`config.mk`:
```
export PLATFORM = sky130hd
export DESIGN_NAME = message_receive
export DESIGN_NICKNAME = d
export VERILOG_FILES = /design/src/rtl/message_receive.sv
export SDC_FILE = /design/constraint.sdc
export NUM_CORES = 1
export LEC_CHECK = 0
export CORE_MARGIN = 2
export CORE_UTILIZATION = 30
export CTS_BUF_LIST = sky130_fd_sc_hd__clkbuf_4 sky130_fd_sc_hd__clkbuf_8
export CTS_CLUSTER_DIAMETER = 80
export DETAILED_ROUTE_END_ITERATION = 8
export PLACE_DENSITY = 0.5
export SLEW_MARGIN = 10
export SYNTH_ARGS = -nofsm -noshare
export SYNTH_HDL_FRONTEND = slang
export SYNTH_SLANG_ARGS = --single-unit
```
`constraint.sdc`:
```
create_clock -name clk -period 6.55 [get_ports clk]
set_clock_uncertainty 0.2 [all_clocks]
set_input_delay 1.965 -clock clk [delete_from_list [all_inputs] [get_ports clk]]
set_output_delay 1.965 -clock clk [all_outputs]
set_load 0.1 [all_outputs]
```
`src/rtl/message_receive.sv`:
```
// Serial frame receiver: waits out a quiet line, locks onto the header edge,
// mid-bit samples a fixed 4-bit header plus a 5-bit payload, reports result.
module message_receive #(
    parameter int unsigned BIT_PERIOD = 1024,
    parameter logic [3:0]  HEADER     = 4'b0101
) (
    input  logic       clk,
    input  logic       rst,
    input  logic       msg_bit,
    output logic [4:0] msg,
    output logic       msg_valid,
    output logic       hdr_err,
    output logic       busy
);

    localparam int unsigned CW = (BIT_PERIOD > 1) ? $clog2(BIT_PERIOD) : 1;
    localparam logic [CW-1:0] CNT_LAST = CW'(BIT_PERIOD - 1);
    localparam logic [CW-1:0] CNT_MID  = CW'(BIT_PERIOD / 2 - 1);

    typedef enum logic [1:0] {ARM, HUNT, RX, DONE} state_e;

    state_e        state_q, state_d;
    logic          sync_q, line_q, line_prev_q;
    logic [CW-1:0] cnt_q, cnt_d;
    logic [3:0]    bit_idx_q, bit_idx_d;
    logic [4:0]    payload_q, payload_d;
    logic [4:0]    msg_q, msg_d;
    logic          msg_valid_q, msg_valid_d;
    logic          hdr_err_q, hdr_err_d;
    logic          busy_q, busy_d;

    logic          sample_c;
    logic          edge_c;
    logic          hdr_bit_c;
    logic          in_hdr_c;
    logic          hdr_ok_c;

    assign sample_c = (state_q == RX) && (cnt_q == CNT_MID);
    assign edge_c   = line_q && !line_prev_q;
    assign in_hdr_c = (bit_idx_q >= 4'd1) && (bit_idx_q <= 4'd3);
    assign hdr_ok_c = (line_q == hdr_bit_c);

    // Header bit expected at the current bit index (HEADER[3] is the implied quiet bit).
    always_comb begin
        hdr_bit_c = 1'b0;
        case (bit_idx_q)
            4'd1:    hdr_bit_c = HEADER[2];
            4'd2:    hdr_bit_c = HEADER[1];
            4'd3:    hdr_bit_c = HEADER[0];
            default: hdr_bit_c = 1'b0;
        endcase
    end

    // Two-flop synchronizer plus one delayed copy for edge detection.
    always_ff @(posedge clk or posedge rst) begin
        if (rst) begin
            sync_q      <= 1'b0;
            line_q      <= 1'b0;
            line_prev_q <= 1'b0;
        end else begin
            sync_q      <= msg_bit;
            line_q      <= sync_q;
            line_prev_q <= line_q;
        end
    end

    always_ff @(posedge clk or posedge rst) begin
        if (rst) begin
            state_q <= ARM;
        end else begin
            state_q <= state_d;
        end
    end

    always_comb begin
        state_d = state_q;
        case (state_q)
            ARM: begin
                if (!line_q && (cnt_q == CNT_LAST)) begin
                    state_d = HUNT;
                end
            end
            HUNT: begin
                if (edge_c) begin
                    state_d = RX;
                end
            end
            RX: begin
                if (sample_c) begin
                    if (in_hdr_c && !hdr_ok_c) begin
                        state_d = ARM;
                    end else if (bit_idx_q == 4'd8) begin
                        state_d = DONE;
                    end
                end
            end
            DONE: begin
                state_d = ARM;
            end
            default: begin
                state_d = ARM;
            end
        endcase
    end

    // Counters, payload shifting and the registered result pulses.
    always_comb begin
        cnt_d       = cnt_q;
        bit_idx_d   = bit_idx_q;
        payload_d   = payload_q;
        msg_d       = msg_q;
        msg_valid_d = 1'b0;
        hdr_err_d   = 1'b0;
        busy_d      = (state_d == RX) || (state_d == DONE);
        case (state_q)
            ARM: begin
                if (line_q || (cnt_q == CNT_LAST)) begin
                    cnt_d = '0;
                end else begin
                    cnt_d = cnt_q + CW'(1);
                end
                bit_idx_d = 4'd0;
            end
            HUNT: begin
                cnt_d = '0;
                if (edge_c) begin
                    bit_idx_d = 4'd1;
                    payload_d = 5'd0;
                end
            end
            RX: begin
                if (cnt_q == CNT_LAST) begin
                    cnt_d     = '0;
                    bit_idx_d = bit_idx_q + 4'd1;
                end else begin
                    cnt_d = cnt_q + CW'(1);
                end
                if (sample_c) begin
                    if (in_hdr_c) begin
                        if (!hdr_ok_c) begin
                            hdr_err_d = 1'b1;
                            cnt_d     = '0;
                            bit_idx_d = 4'd0;
                        end
                    end else begin
                        payload_d = {payload_q[3:0], line_q};
                        if (bit_idx_q == 4'd8) begin
                            msg_d       = {payload_q[3:0], line_q};
                            msg_valid_d = 1'b1;
                            cnt_d       = '0;
                        end
                    end
                end
            end
            DONE: begin
                cnt_d     = '0;
                bit_idx_d = 4'd0;
            end
            default: begin
                cnt_d     = '0;
                bit_idx_d = 4'd0;
            end
        endcase
    end

    always_ff @(posedge clk or posedge rst) begin
        if (rst) begin
            cnt_q       <= '0;
            bit_idx_q   <= 4'd0;
            payload_q   <= 5'd0;
            msg_q       <= 5'd0;
            msg_valid_q <= 1'b0;
            hdr_err_q   <= 1'b0;
            busy_q      <= 1'b0;
        end else begin
            cnt_q       <= cnt_d;
            bit_idx_q   <= bit_idx_d;
            payload_q   <= payload_d;
            msg_q       <= msg_d;
            msg_valid_q <= msg_valid_d;
            hdr_err_q   <= hdr_err_d;
            busy_q      <= busy_d;
        end
    end

    assign msg       = msg_q;
    assign msg_valid = msg_valid_q;
    assign hdr_err   = hdr_err_q;
    assign busy      = busy_q;

endmodule

```
==> flow_summary_export.csv <==
group,metric,value,unit
timing,rsz0062_at_grt,"false",
setup_path,crit_path_start_kind,"flop",
setup_path,slowest_delay,1.14,ns
worst_hold_path,min_path_type,"reg2reg",
timing,finalCriticalPeriod,3.96,ns
cts,htreeDepth,2,
power,combPwrFrac,3.0,%
floorplanning,die_y,76.2,microns
yosys,synth-async-reset-ratio,100,%
timing,tns,0,ns
finish,areaGrowthSynthToFinish,16.5,%
cts,clockBufferDepth,2,
power,p_sw,81.2,uW
timing,final.period_utilization,60.4,%
floorplanning,num_io_pins,11,
timing,relSlewSlack,35.3,%
global_routing,gr-total-overflow,0,
timing,finalSetupViolations,0,
yosys,yosys.area.top_type,"dfrtp_1",
global_routing,grt_usage,11.9,%
setup_path,worstPathArrival,1.79,ns
cts,cts_buffers,5,
setup_path,path_delay_family,"buffers and inverters",
floorplanning,num_rows,26,
yosys,yosysWarnings,0,
floorplanning,die-area,5810,sq um
timing,worst_pin_slew,0.967,ns
setup_path,crit_slowest_cell,"clkdlybuf4s50_1",
cts,cts-hold-fix-buffers,0,
yosys,synthCells,148,
setup_path,path_class,"reg2out",
outcome,outcome,"completed",
finish,finish.utilization,35.9,%
global_routing,grt_antenna_before_repair,0,
global_routing,grt_pass1_vias,1179,
drt,vias,1159,
yosys,synth_edf_count,0,
drt,wl,3110,microns
power,power_leakage,0.000775,uW
place,port_buffers,10,
yosys,seq_area_frac_synth,48.0,%
floorplanning,start_util,30.8,%
cts,post_cts_resized,0,
cts,clkLatencyLatePin,0.28,ns
job,maxCapViolCount,0,
global_routing,grt_max_degree,31,
setup_path,endpoint_kind,"output port",
cts,cts_tree,"yes",
finish,final_nets,172,
drt,drc,0,
yosys,synth_ff_type,"dfrtp_1",
power,p_int,276,uW
timing,max_freq,253,MHz
power,seq_power_share,53.1,%
timing,slew_violations,0,
place,gp_congestion,0.746,
yosys,avgSynthCellArea,10.6,sq um
drt,first_iter_violations,73,
setup_path,cp_cell_sequence,"clkdlybuf4s50_1",
cts,clock-root-buffer,"clkbuf_8",
finish,drive_gt1_share,12.3,%
cts,post_cts_buffers,0,
power,ir_drop,0.0850,mV
yosys,syn_area,1570,sq um
yosys,ys_ff_latch,30,
floorplanning,die_x,76.2,microns
cts,cts.sinks,30,
setup_path,cp_max_fo,3,
drt,drt_pass1_iterations,4,
cts,clk_pin_slew,0.07,ns
drt,postRouteAntennaNets,0,
global_routing,grt_first_pass_wirelength,5400,microns
yosys,synth_fp_nets,159,
yosys,synth.distinct_cells,42,
drt,vias_per_cell,5.00,
drt,route.detailed.wl_per_inst,13.4,microns
setup_path,path_buf_inv,1,
timing,hold_viol,0,
setup_path,worstPathRequired,4.39,ns
yosys,synth_top_area_share,48.0,%
floorplanning,core,5070,sq um
yosys,synthTopCellsByArea,"dfrtp_1 48%, ha_1 6.4%, a22o_1 3.9%, mux2_2 3.6%, nor2_1 3.4%",
power,switching_share,22.7,%
finish,diodes,0,
power,powerDensity,196,nW/um^2
power,p_clk_share,43.9,%
place,post-dp-hpwl,2290,microns
-- per-stage QoR --
stage	hold slack, ns	cell area [sq um]	setup slack (ns)	cells	power, uW
final	0.148	1820	2.59	232	357
after global routing	0.161	1820	2.54	232	377
after CTS	0.150	1820	2.57	232	365
after detailed placement	0.135	1730	2.90	224	204
after global placement	0.136	1730	2.90	224	204
after floorplan	0.131	1570	3.47	148	200
-- layer usage --
layer,vias to the layer above,part of all wire [%],global-route usage (%)
met5,-,0,0
met1,570,41,12.8
met2,26,52,20.4
met4,0,3.3,8.00
met3,13,3.7,3.32
li1,550,-,-
-- worst paths after layout --
check / slack, ns / startpoint / endpoint / cells past startpoint
max: 2.59 / busy / busy / 1
min in group asynchronous: 1.86 / rst / cnt_q[7] / 3
max reg2reg: 4.15 / bit_idx_q[0] / cnt_q[1] / 7
min: 0.15 / sync_q / line_q / 0
max in group asynchronous: 4.01 / rst / bit_idx_q[1] / 3
min reg2reg: 0.15 / sync_q / line_q / 0
-- cells in the mapped netlist, types with 2 or more instances --
cell,count
nor2b_1,4
nand3_1,6
a22o_1,7
mux2_2,5
o31ai_1,2
a21oi_1,3
a31oi_1,2
and4_1,3
buf_2,2
xnor2_1,4
nand2b_1,3
o21ai_0,3
and3_1,2
nor3_1,4
inv_1,8
nand2_1,8
a211oi_1,2
o32ai_1,2
dfrtp_1,30
nor2_1,14
ha_1,8
nand4_1,3
xor2_1,4
-- cells by family (layout without fill, tap and decap cells) --
logic type | after synthesis | count (layout) | share of synthesized area, %
AOI/OAI and AO/OA | 29 | 29 | 14.2
DFF | 30 | 30 | 48.0
muxes | 5 | 5 | 3.60
and+or+nand+nor | 55 | 55 | 19.3
adders and majority gates | 8 | 8 | 6.40
xor gates and xnor gates | 8 | 8 | 4.48
buffers and inverters | 13 | 27 | 4.00
-- final cells by class --
cell class	count	area [sq um]
fill	542	3250
multi-input combinational	105	752
sequential	30	751
timing repair buffer	11	108
tap	70	87.6
clock buffer	6	82.6
inverter	8	30.0
clock inverter	2	12.5
-- sequential cells by signal, summed over array words and instances (netlist names) --
register     cells
bit_idx_q        4
busy             1
cnt_q           10
hdr_err          1
line_prev_q      1
line_q           1
msg              5
msg_valid        1
payload_q        4
state_q          1
sync_q           1
-- cells in the final DEF, fill, tap and decap left out, drive strengths merged, types with 5 or more instances in the layout --
cell type,synthesis,final
dfrtp,30,30
nand2,9,9
mux2,5,5
nand3,6,6
ha,8,8
nor2,14,14
clkdlybuf4s50,0,10
inv,8,8
nor3,5,5
clkbuf,1,6
a22o,7,7
-- power by group through the flow --
| stage | registers [uW] | logic (uW) | clock network, uW |
|---|---|---|---|
| floorplan | 193 | 7.48 | 0 |
| global placement | 193 | 10.6 | 0 |
| detailed placement | 193 | 10.9 | 0 |
| CTS | 190 | 11.1 | 164 |
| global route | 190 | 12.6 | 174 |
| finish | 190 | 10.6 | 157 |
Power figures use the tool's default switching activity.
